==> src/rtl/microcode_sequencer.sv <==
// microcode_sequencer: control-unit sequencer producing the per-cycle control word for the CPU datapath.
// Runs two fetch steps, latches the opcode, then walks external microcode ROM steps until end-of-instruction.
module microcode_sequencer #(
    parameter int unsigned          CW_WIDTH    = 32,
    parameter logic [CW_WIDTH-1:0]  IDLE_WORD   = 32'h3BF83FCF,
    parameter logic [CW_WIDTH-1:0]  FETCH0_WORD = 32'h3BF83FCF,
    parameter logic [CW_WIDTH-1:0]  FETCH1_WORD = 32'h3BF83FCF,
    parameter int unsigned          STEP_BITS   = 4
) (
    input  logic                    clk,
    input  logic                    rst,
    input  logic [7:0]              main_bus,
    input  logic [3:0]              flags,
    input  logic                    halt_req,
    output logic [12+STEP_BITS-1:0] uc_addr,
    input  logic [CW_WIDTH-1:0]     uc_data,
    input  logic                    uc_last,
    output logic [CW_WIDTH-1:0]     control_word,
    output logic                    ctrlen,
    output logic [7:0]              opcode,
    output logic [STEP_BITS-1:0]    step,
    output logic                    halted,
    output logic                    fault
);

    typedef enum logic [2:0] {
        ST_RESET  = 3'd0,
        ST_FETCH0 = 3'd1,
        ST_FETCH1 = 3'd2,
        ST_EXEC   = 3'd3,
        ST_HALTED = 3'd4
    } state_e;

    localparam logic [STEP_BITS-1:0] STEP_ZERO = {STEP_BITS{1'b0}};
    localparam logic [STEP_BITS-1:0] STEP_MAX  = {STEP_BITS{1'b1}};
    localparam logic [STEP_BITS-1:0] STEP_ONE  = {{(STEP_BITS-1){1'b0}}, 1'b1};

    state_e                 state_q, state_d;
    logic [7:0]             opcode_q, opcode_d;
    logic [STEP_BITS-1:0]   step_q, step_d;
    logic                   fault_q, fault_d;

    // State, opcode, step and sticky fault registers.
    always_ff @(posedge clk or negedge rst) begin
        if (!rst) begin
            state_q  <= ST_RESET;
            opcode_q <= 8'h00;
            step_q   <= STEP_ZERO;
            fault_q  <= 1'b0;
        end else begin
            state_q  <= state_d;
            opcode_q <= opcode_d;
            step_q   <= step_d;
            fault_q  <= fault_d;
        end
    end

    // Next-state sequencing; uc_last outranks step overrun, halt_req is only looked at on uc_last.
    always_comb begin
        state_d  = state_q;
        opcode_d = opcode_q;
        step_d   = step_q;
        fault_d  = fault_q;
        case (state_q)
            ST_RESET:  state_d = ST_FETCH0;
            ST_FETCH0: state_d = ST_FETCH1;
            ST_FETCH1: begin
                opcode_d = main_bus;
                step_d   = STEP_ZERO;
                state_d  = ST_EXEC;
            end
            ST_EXEC: begin
                if (uc_last) begin
                    step_d  = STEP_ZERO;
                    state_d = halt_req ? ST_HALTED : ST_FETCH0;
                end else if (step_q == STEP_MAX) begin
                    step_d  = STEP_ZERO;
                    fault_d = 1'b1;
                    state_d = ST_HALTED;
                end else begin
                    step_d  = step_q + STEP_ONE;
                    state_d = ST_EXEC;
                end
            end
            ST_HALTED: begin
                if (!fault_q && !halt_req) begin
                    state_d = ST_FETCH0;
                end else begin
                    state_d = ST_HALTED;
                end
            end
            default: begin
                state_d  = ST_RESET;
                opcode_d = 8'h00;
                step_d   = STEP_ZERO;
            end
        endcase
    end

    // Output decode; the ROM word passes straight through while executing.
    always_comb begin
        control_word = IDLE_WORD;
        ctrlen       = 1'b0;
        halted       = 1'b0;
        case (state_q)
            ST_RESET: begin
                control_word = IDLE_WORD;
                ctrlen       = 1'b0;
            end
            ST_FETCH0: begin
                control_word = FETCH0_WORD;
                ctrlen       = 1'b1;
            end
            ST_FETCH1: begin
                control_word = FETCH1_WORD;
                ctrlen       = 1'b1;
            end
            ST_EXEC: begin
                control_word = uc_data;
                ctrlen       = 1'b1;
            end
            ST_HALTED: begin
                control_word = IDLE_WORD;
                ctrlen       = 1'b1;
                halted       = 1'b1;
            end
            default: begin
                control_word = IDLE_WORD;
                ctrlen       = 1'b0;
            end
        endcase
    end

    assign uc_addr = {opcode_q, flags, step_q};
    assign opcode  = opcode_q;
    assign step    = step_q;
    assign fault   = fault_q;

endmodule

==> config.mk <==
export PLATFORM = sky130hd
export DESIGN_NAME = microcode_sequencer
export DESIGN_NICKNAME = d
export VERILOG_FILES = /design/src/rtl/microcode_sequencer.sv
export SDC_FILE = /design/constraint.sdc
export NUM_CORES = 1
export LEC_CHECK = 0
export CORE_ASPECT_RATIO = 1.2
export CORE_MARGIN = 2
export CORE_UTILIZATION = 32
export DETAILED_ROUTE_END_ITERATION = 8
export PLACE_DENSITY = 0.95
export RECOVER_POWER = 100
export SYNTH_ARGS = -nofsm -noshare
export SYNTH_HDL_FRONTEND = slang
export SYNTH_SLANG_ARGS = --single-unit
==> constraint.sdc <==
create_clock -name clk -period 2.8 [get_ports clk]
set_clock_uncertainty 0.2 [all_clocks]
set_input_delay 0.56 -clock clk [delete_from_list [all_inputs] [get_ports clk]]
set_output_delay 0.56 -clock clk [all_outputs]
set_load 0.05 [all_outputs]
==> Word-level counts from Yosys, hierarchy flattened <==
Cells that the tools add are included.
{ "totals": {"regBits": 16, "ramBits": 0, "memories": 0, "inputBits": 48, "romBits": 0, "latchBits": 0, "output_inout_bits": 63} }
{ "op_classes": {"div": 0, "addsub": 1, "n_bitwise": 1, "multipliers": 0, "n_reduce_logical": 8, "shifts": 0, "n_lt_le_gt_ge": 0, "muxes": 12, "n_eq_ne": 5} }
{ "ops": {"columns": ["op", "count"], "rows": [
  ["two-way mux 32 bit", 1],
  ["case mux 8 bit (2 select lines)", 1],
  ["case mux 3 bit (5 select lines)", 1],
  ["two-way mux 3 bit", 4],
  ["two-way mux 4 bit", 2],
  ["case mux 4 bit (2 select lines)", 1],
  ["OR reduction 4 bit", 2],
  ["equality test 3 x 2 -> 1 bit, second input constant", 2],
  ["adder 4 x 1 -> 4 bit, second input constant", 1],
  ["equality test 4 bit, second input constant", 1],
  ["equality test 3 x 1 -> 1 bit, second input constant", 1],
  ["equality test 3 bit, second input constant", 1],
  ["logical NOT 3 bit", 1],
  ["AND reduction 3 bit", 1],
  ["OR reduction 3 bit", 1],
  ["logical NOT 1 bit", 2],
  ["two-way mux 1 bit", 2],
  ["logical AND 1 bit", 1],
  ["NOT 1 bit", 1]
]} }

==> Logic depth before layout (Yosys ltp) <==
{ "logic_depth": {"word_depth": 4, "depth_mapped": 5, "mapped_depth_nobuf": 4} }

==> Least setup slack after synthesis <==
Ideal clock, no wire load.
{ "synth_path": {"path_kind": "flip-flop to output port", "startpoint": "register state_q[2]", "endpoint": "output port ctrlen", "t_required_ps": 2040, "path_stages_with_launch": 4, "arrival_time_ps": 1532, "path_slack_ps": 508, "path_cell_list": "dfrtp_1 > buf_2 > clkbuf_1 > xnor2_1"} }
{ "synth_between": {"elab_chain_cells": 3} }
{ "synth_lines": {"columns": ["item", "line", "rtl"], "rows": [
  ["from (decl)", "38", "state_e state_q, state_d;"],
  ["from (signal assigned)", "51", "state_q <= state_d;"],
  ["equality test 3 bit, or another cell as far along", "105", "case (state_q)"],
  ["OR reduction 4 bit (no source line) *", null, null],
  ["two-way mux 1 bit *", "105", null],
  ["to (decl)", "19", "output logic ctrlen,"]
]} }
Mark *: on every way between the ends. The rest lies on a longest branch, timed or not.

==> Final worst setup path <==
{ "layout_path": {"startpoint": "register state_q[0]", "endpoint": "output port ctrlen"} }
The elaborated chain is that of the path after synthesis.

==> results.json <==
{
  "r2r_slack_ps": 1000,
  "cp.arrival_ps": 1880,
  "synth_cell_types": 28,
  "clkTransAtPathRegs_ps": 60,
  "clk_latency_ps": 250,
  "port_buffers": 102,
  "clock-sinks": 16,
  "synth-simple-area-share_pct": 28.30,
  "gp_congestion": 0.7452,
  "rsz0062_at_grt": "false",
  "synthArstFlopShare_pct": 100.0,
  "dr.pass1.iters": 4,
  "synth_top_family_by_area": "simple AND/OR/NAND/NOR gates",
  "cts_hold_buf": 0,
  "synth_edf_count": 0,
  "ys_seq_area_share_pct": 35.79,
  "setup_viol": 0,
  "ioPinCount": 111,
  "overflow": 0,
  "intPower_w": 0.001058,
  "synth-compound-area-share_pct": 15.55,
  "synthAdderAreaFrac_pct": 1.119,
  "syn_to_final_growth_pct": 84.45,
  "via_per_inst": 4.929,
  "multi_input_area_um2": 521.8,
  "min_period_ps": 2636,
  "critPathRequiredTime_ps": 2040,
  "vias": 1257,
  "drive_gt1_share_pct": 16.97,
  "grt_pass1_wl_um": 5506,
  "cts_made_buffers": 3,
  "fp.dieH_um": 68.77,
  "preCtsSetupSlack_ps": 484.1,
  "grt_pass1_vias": 1208,
  "muxShareOfSynthArea_pct": 0.8949,
  "slew_headroom_pct": 52.45,
  "post_cts_buffers": 0,
  "cts_buffer_depth": 2,
  "p_sw_w": 0.001600,
  "worst_slack_ps": 164.0,
  "grt_max_degree": 20,
  "cts_tree": "built",
  "hp-class": "reg2reg",
  "antenna_cells": 0,
  "cap_violations": 0,
  "dieWidth_um": 57.97,
  "vdd.ir_drop.worst_mv": 0.8792,
  "totalWireLength_um": 3545,
  "coreArea_mm2": 0.003338,
  "syn-num-nets": 184,
  "finalHoldViolations": 0,
  "cts-root-buf": "clkbuf_8",
  "p_comb_share_pct": 78.4,
  "rows": 23,
  "clockPowerShare_pct": 6.4,
  "tns_ps": 0,
  "drt_iter0_drc": 21,
  "fmax_ghz": 0.3794,
  "netlist_instances": 135,
  "synthFlopType": "dfrtp_1",
  "synth-warning-count": 0,
  "period_share_pct": 94.14,
  "seq_power_share_pct": 15.2,
  "fillCellCount": 295,
  "ant_nets": 0,
  "finalNetCount": 269,
  "syn_area_per_cell_um2": 8.286,
  "routedWlPerCell_um": 13.90,
  "p_sw_share_pct": 60.20,
  "powerDensity_mw_per_mm2": 1288,
  "synth_xor_area_share_pct": 0.7830,
  "ys_seq_elements": 16,
  "p_leak_nw": 0.9257,
  "antenna_found_initial": 0,
  "track_usage_pct": 17.48,
  "startpoint_type": "register",
  "die-area_mm2": 0.003986,
  "synth_area_mm2": 0.001119,
  "cp_max_fo": 8,
  "tightest_slew_ps": 710.9,
  "initial_core_util_pct": 33.51,
  "status": "finished clean",
  "cts-resized-gates": 0,
  "report.final.slew_viol_count": 0,
  "end_kind": "output pin",
  "regArea_um2": 400.4,
  "crit_type": "reg2out",
  "final_util_pct": 61.81,
  "drc": 0,
  "htree_levels": 1,
  "hpwl_um": 2879
}
[final cells by class]
class,instances,area share [%]
Sequential cell,16,19.41
Multi-Input combinational cell,88,25.29
Inverter,4,0.7277
Timing Repair Buffer,107,50.33
Clock buffer,3,2.001
Tap cell,37,2.244
[power by group through the flow]
stage / Clock (W) / Sequential (W) / Combinational (W)
after floorplan: 0 / 0.000600 / 0.00134
after global placement: 0 / 0.000406 / 0.00221
after detailed placement: 0 / 0.000417 / 0.00225
after CTS: 0.000174 / 0.000413 / 0.00225
after global routing: 0.000189 / 0.000425 / 0.00220
final: 0.000170 / 0.000405 / 0.00208
[registers in the layout, summed over array words and instances (netlist names)]
signal	flops
state_q	3
step	4
fault	1
opcode	8
[worst paths after layout]
check / start / endpoint / cells after the start
min in group asynchronous: rst / step[0]$_DFFE_PN0N_ / 1
max reg2reg: state_q[0]$_DFF_PN0_ / opcode[3]$_DFFE_PN0N_ / 4
min reg2reg: fault$_DFFE_PN0P_ / fault$_DFFE_PN0P_ / 1
max: state_q[0]$_DFF_PN0_ / ctrlen / 4
max in group asynchronous: rst / opcode[7]$_DFFE_PN0N_ / 1
min: fault$_DFFE_PN0P_ / fault$_DFFE_PN0P_ / 1
[cell families after synthesis]
kind of cell	after synthesis
AOI/OAI and AO/OA	28
xor gates and xnor gates	1
adders and majority gates	1
buffers and inverters	31
DFF	16
muxes	1
and+or+nand+nor	57
[synth_stat cells, drive strengths merged, types with 2 or more instances]
master	n	share of area (%)
a21oi	4	1.8
a22oi	8	5.4
and2	10	5.6
buf	24	15
clkbuf	3	1.1
dfrtp	16	36
inv	4	1.3
nand2	14	4.7
nand3	2	0.89
nor2	4	1.3
o21ai	12	5.4
or3	22	12
[critical path: stages, from the launching register on]
cell and delay, ps:
dfrtp_1 470, clkbuf_1 220, nor2_1 340, xnor2_1 170, dlymetal6s2s_1 440
[metal layers]
layer	wire length, um	global-route usage [%]
met1	1377	21.71
met5	0	0
met2	1892	30.68
met4	5	2.616
met3	270	5.037
[cell usage in the layout (no fill, tap or decap), drive strengths merged, types with 2 or more instances in the layout]
master / n
dfrtp: 16
o21ai: 12
a22oi: 8
nor2: 4
clkbuf: 26
or3: 22
nand3: 2
a21oi: 4
buf: 15
inv: 4
and2: 10
dlygate4sd3: 27
clkdlybuf4s50: 41
nand2: 14
[metrics by stage]
stage          area (um2)  instances  hold WS (ps)  total power [W]
2_1_floorplan        1119        135         64.41         0.001939
3_3_place_gp         2107        252         292.5         0.002621
3_5_place_dp         2107        252         294.5         0.002665
4_1_cts              2148        255         312.6         0.002839
5_1_grt              2063        255         335.6         0.002810
6_report             2063        255         302.5         0.002658
No activity file was read; power rests on OpenSTA's default activity.
